## src/rtl/w3_update_module.sv

```systemverilog
// Layer-3 weight bank: accumulates scaled delta-weights per weight, then applies w <= w - acc one weight per cycle.
// Optional macro WEIGHT_CLIP_EN clamps each applied weight to [-CLIP_MAG, +CLIP_MAG].
module w3_update_module #(
    parameter int          NUM_W      = 4,
    parameter logic [15:0] INIT_W     = 16'h0400,
    parameter int          ACC_W      = 20,
    parameter logic [3:0]  APPLY_CODE = 4'd10,
`ifdef WEIGHT_CLIP_EN
    parameter logic [15:0] CLIP_MAG   = 16'h1000,
`endif
    localparam int         IW         = (NUM_W > 1) ? $clog2(NUM_W) : 1
) (
    input  logic          clk,
    input  logic          rst,
    input  logic [3:0]    step,
    input  logic [3:0]    controller,
    input  logic          dw_valid,
    input  logic [IW-1:0] dw_idx,
    input  logic [15:0]   deltaw,
    input  logic [IW-1:0] rd_idx,
    output logic [15:0]   w_rd,
    output logic          busy,
    output logic          upd_done,
    output logic          dw_drop
);

    typedef enum logic [1:0] {IDLE, COLLECT, APPLY, DONE} state_t;

    localparam logic [IW:0]   NUM_W_C = NUM_W[IW:0];
    localparam logic [IW-1:0] LAST_C  = IW'(NUM_W - 1);

    state_t state, state_nxt;

    logic signed [15:0]      w   [NUM_W];
    logic signed [ACC_W-1:0] acc [NUM_W];
    logic [IW-1:0]           cnt;
    logic                    drop_p1;
    logic                    apply_p1;

    logic                    accept;
    logic signed [ACC_W:0]   acc_sum_p0;
    logic signed [ACC_W:0]   diff_p0;
    logic signed [15:0]      new_w_p0;

    // Sum of two ACC_W-bit values fits ACC_W+1 bits, so overflow shows as a sign-bit disagreement.
    function automatic logic signed [ACC_W-1:0] sat_acc(input logic signed [ACC_W:0] v);
        if (v[ACC_W] != v[ACC_W-1])
            return v[ACC_W] ? {1'b1, {(ACC_W-1){1'b0}}} : {1'b0, {(ACC_W-1){1'b1}}};
        return v[ACC_W-1:0];
    endfunction

    function automatic logic signed [15:0] sat16(input logic signed [ACC_W:0] v);
        if ((v[ACC_W:15] == '0) || (v[ACC_W:15] == '1))
            return v[15:0];
        return v[ACC_W] ? 16'sh8000 : 16'sh7FFF;
    endfunction

`ifdef WEIGHT_CLIP_EN
    function automatic logic signed [15:0] clip_w(input logic signed [15:0] v);
        logic signed [15:0] mag;
        mag = CLIP_MAG;
        if (v > mag)
            return mag;
        if (v < -mag)
            return -mag;
        return v;
    endfunction
`endif

    assign accept = dw_valid && (state == COLLECT) && (step != 4'd0) && ({1'b0, dw_idx} < NUM_W_C);

    always_comb begin
        acc_sum_p0 = {acc[dw_idx][ACC_W-1], acc[dw_idx]} + {{(ACC_W-15){deltaw[15]}}, deltaw};
        diff_p0    = {{(ACC_W-15){w[cnt][15]}}, w[cnt]} - {acc[cnt][ACC_W-1], acc[cnt]};
`ifdef WEIGHT_CLIP_EN
        new_w_p0   = clip_w(sat16(diff_p0));
`else
        new_w_p0   = sat16(diff_p0);
`endif
    end

    always_ff @(posedge clk) begin
        if (rst)
            state <= IDLE;
        else
            state <= state_nxt;
    end

    always_comb begin
        state_nxt = state;
        case (state)
            IDLE:    if (step != 4'd0) state_nxt = COLLECT;
            COLLECT: if ((controller == APPLY_CODE) && (step != 4'd0)) state_nxt = APPLY;
            APPLY:   if (cnt == LAST_C) state_nxt = DONE;
            DONE:    if (controller != APPLY_CODE) state_nxt = COLLECT;
            default: state_nxt = IDLE;
        endcase
    end

    always_comb begin
        busy     = (state == APPLY);
        upd_done = (state == DONE) && apply_p1;
    end

    // Bank, accumulators, read register and event pulses
    always_ff @(posedge clk) begin
        if (rst) begin
            for (int i = 0; i < NUM_W; i++) begin
                w[i]   <= INIT_W;
                acc[i] <= '0;
            end
            w_rd     <= INIT_W;
            cnt      <= '0;
            drop_p1  <= 1'b0;
            apply_p1 <= 1'b0;
        end else begin
            w_rd     <= w[rd_idx];
            drop_p1  <= dw_valid && !accept;
            apply_p1 <= (state == APPLY);
            if (state == APPLY) begin
                w[cnt]   <= new_w_p0;
                acc[cnt] <= '0;
                cnt      <= cnt + IW'(1);
            end else begin
                cnt <= '0;
            end
            if (accept)
                acc[dw_idx] <= sat_acc(acc_sum_p0);
        end
    end

    assign dw_drop = drop_p1;

endmodule

```

## config.mk

```make
export PLATFORM = sky130hd
export DESIGN_NAME = w3_update_module
export DESIGN_NICKNAME = d
export VERILOG_FILES = /design/src/rtl/w3_update_module.sv
export SDC_FILE = /design/constraint.sdc
export NUM_CORES = 1
export LEC_CHECK = 0
export BUFFER_PORTS_ARGS = -buffer_cell sky130_fd_sc_hd__buf_2
export CAP_MARGIN = 40
export CORE_AREA = 2 2 172 174
export DETAILED_ROUTE_END_ITERATION = 16
export DIE_AREA = 0 0 174 176
export RECOVER_POWER = 50
export SYNTH_ARGS = -nofsm -noshare
export SYNTH_HDL_FRONTEND = slang
export SYNTH_SLANG_ARGS = --single-unit
```

## constraint.sdc

```tcl
create_clock -name clk -period 7.8 [get_ports clk]
set_input_delay 1.56 -clock clk [delete_from_list [all_inputs] [get_ports clk]]
set_output_delay 1.56 -clock clk [all_outputs]
set_load 0.02 [all_outputs]
```

==> impl_results.md <==
* Area delta synth->final at 12.3%
* Share of post-route cells with drive strength above 1 at 18.7%
* Share of synthesized area occupied by flip-flops and latches at 47.9%
* Critical R2R Launch: cnt[0]
* Port Buf Inserts at 49
* Yosys top cell area share at 43.5%
* Worst hold stages at 2
* Commonest non-fill, non-tap cell in the layout: edfxtp_1
* Yosys Warn Count at 0
* Post-cts hold buffer count at 0
* Floorplan Core Area at 28,500 um^2
* Worst setup EP type: flip-flop
* Num ports at 50
* Critical path launch point type: flip-flop
* Run status: finished, final reports clean
* Total power per unit cell area at 274 nW/um^2
* Die ar. at 30,600 um^2
* Placement Rows at 62
* Standby leakage power at 4.26 nW
* Number of design-rule violations left by the first detailed-router iteration at 627
* Final net count at 951
* Drt via density at 5.40
* Worst clock skew on the final layout at 9.70 ps
* Die outline height at 176 um
* Inserted Diodes at 0
* Leading cell types in the layout, fill and taps excluded: edfxtp_1 (144), nor2_1 (121), a21oi_1 (85)
* Total global routing track utilization at 16.2%
* Final total power at 3.06 mW
* Post-synth top area cell: edfxtp_1
* Setup slack, reg-to-reg at 1790 ps
* Setup violations, final at 0
* Tightest Pin Transition at 1480 ps
* Die outline width at 174 um
* Fin Setup TNS at 0 ps
* Min-delay src: state[1]
* Maximum number of buffers from clock root to sink at 2
* HPWL after detailed placement at 16.7 mm
* Clock latency at the later pin of the worst-skew pair at 430 ps
* Routed wire per std cell at 18.7 um
* Total cell area at the placement stage at 10,600 um^2
* Total number of vias at 6,859
* Clock sink count at 166
* Synthesized area divided by synthesized cell count at 11.9 um^2
* Critical-path maximum fanout at 19
* Number of max-capacitance violations reported at 0
* Depth of the worst register-to-register path at 14
* Clk Tree Root Cell: clkbuf_16
* Vias in the first global route at 6,946
* Fin area at 11,200 um^2
* Worst-case hold path end point: state[1]
* Area contributors post-synth: edfxtp_1 (43%), mux4_2 (16%), ha_1 (5.7%)
* Number of nets in the synthesized netlist at 910
* Initial core utilization at 34.8%
* Slew margin rel. at 1.21%
* Overall routed net length at 23.8 mm
* Final worst-path cycle share at 77.1%
* Post-synthesis instance total at 832
* Number of gates resized after cts at 0
* Filler instances at 2,789
* EDFF count, synth at 144
* Max-slew violations at 0
* Worst hold slack across all endpoints at 565 ps
* Total standard cell area after synthesis at 9940 um^2
* Peak supply drop at 162 uV
* Post-synth ARST share at 0%
* Pin count of the biggest net entering global routing at 53
* First-pass detailed-route iteration total at 6
* Setup repair after global routing missed its margin: false
* Hold crit path type: flip-flop to flip-flop
* GR Overflow Total at 0
* Total clock buffers created by CTS at 17
* Unique cell type count in the Yosys netlist at 67
* Critical Path AT at 6160 ps
* Initial antenna violation count at 0
* Post-CTS Repair Setup Buffers at 0
* First-pass GRT wire length at 38.3 mm
* Post-route DRC violation count at 0
* Worst Path Required at 7950 ps
* Global placement routability congestion at 0.856
* Fmax at 166 MHz
* Capture point of the worst reg-to-reg path: w[0][1]
* Antenna Nets Post-Route at 0
* Clock-pin transition on the worst setup and hold timing paths at 60 ps
* Clock H-tree levels at 4
* Total of flip-flops plus latches after synthesis at 166
* Final Hold Violating Endpoints at 0
* Type of the worst setup path: flip-flop to flip-flop
* Fin crit period at 6010 ps
* Ys flop type: edfxtp_1
* CTS tree: yes
==> sequential cells by signal, summed over array words and instances (netlist names) <==
register,cells
acc,80
w,64
w_rd,16
cnt,2
state,2
apply_p1,1
dw_drop,1
==> area by class of cell <==
type                    count  area, um^2  share of cell area [%]
flip-flops and latches    166        4770                    42.7
multi-input cells         586        4870                    43.6
clock buffers              20         458                    4.10
repair buffers             61         294                    2.63
well taps                 384         480                    4.30
inverters                  41         154                    1.38
clock inverters            12         139                    1.24
==> kinds of logic (layout without fill, tap and decap cells) <==
| family | count (synthesis) | after routing | share of synthesized area, % |
|---|---|---|---|
| xor gates and xnor gates | 28 | 28 | 2.66 |
| AOI/OAI and AO/OA | 174 | 174 | 11.1 |
| buffers and inverters | 80 | 134 | 3.25 |
| DFF | 166 | 166 | 47.9 |
| adders and majority gates | 47 | 47 | 6.07 |
| and+or+nand+nor | 263 | 263 | 12.5 |
| muxes | 74 | 74 | 16.5 |
==> cell usage after synthesis, types with 10 or more instances <==
cell type    n
a21o_1      12
dfxtp_1     22
nand3_1     14
nor2_1     121
inv_1       41
a21oi_1     85
mux4_2      72
nand2_1     48
edfxtp_1   144
o21ai_0     21
and2_1      20
xnor2_1     13
clkbuf_1    19
ha_1        45
buf_2       12
xor2_1      14
nor2_2      10
==> worst max-delay path: stages (launching register included) <==
cell      delay (ps)
dfxtp_1         1230
mux4_2           620
inv_1             80
ha_1             160
inv_1             50
fa_1             390
a21o_1           210
a311o_1          420
a22oi_1          340
o31ai_1          210
o22ai_1          480
nor2_1           100
a31oi_2          700
nand2b_1         630
a21oi_1           90
==> worst max-delay path by stage <==
stage	start	end	slack (ps)	depth (start not counted)
2_1_floorplan	dw_idx[0]	acc[0][18]	2050	14
3_3_place_gp	dw_idx[0]	acc[0][18]	1790	13
3_5_place_dp	dw_idx[0]	acc[2][18]	1700	13
4_1_cts	dw_idx[0]	acc[2][18]	2140	13
5_1_grt	cnt[0]	w[0][1]	1250	14
6_report	cnt[0]	w[0][1]	1790	14
==> metal layers <==
metal  global-route usage (%)  vias up  share of wire, %  routed length, um
met5                        0        -                 0                  0
met4                     4.27        0               1.3                315
met3                     2.78       19               6.2               1490
met2                     26.0      225                47              11200
met1                     22.9     3378                45              10800
li1                         -     3237                 -                  -
==> metrics by stage <==
step	cells	util (%)	worst slack, ps
final	1270	39.1	1790
after global routing	1270	39.1	1250
after CTS	1270	39.3	2140
after detailed placement	1238	37.2	1700
after global placement	1236	37.1	1790
after floorplan	832	-	2050
==> power by group <==
group	switching [mW]	internal [mW]	total [mW]
Clock	0.358	0.497	0.854
Combinational	0.680	0.403	1.08
Sequential	0.0519	1.07	1.12
Total	1.09	1.97	3.06
(Power assumes the default switching activity.)
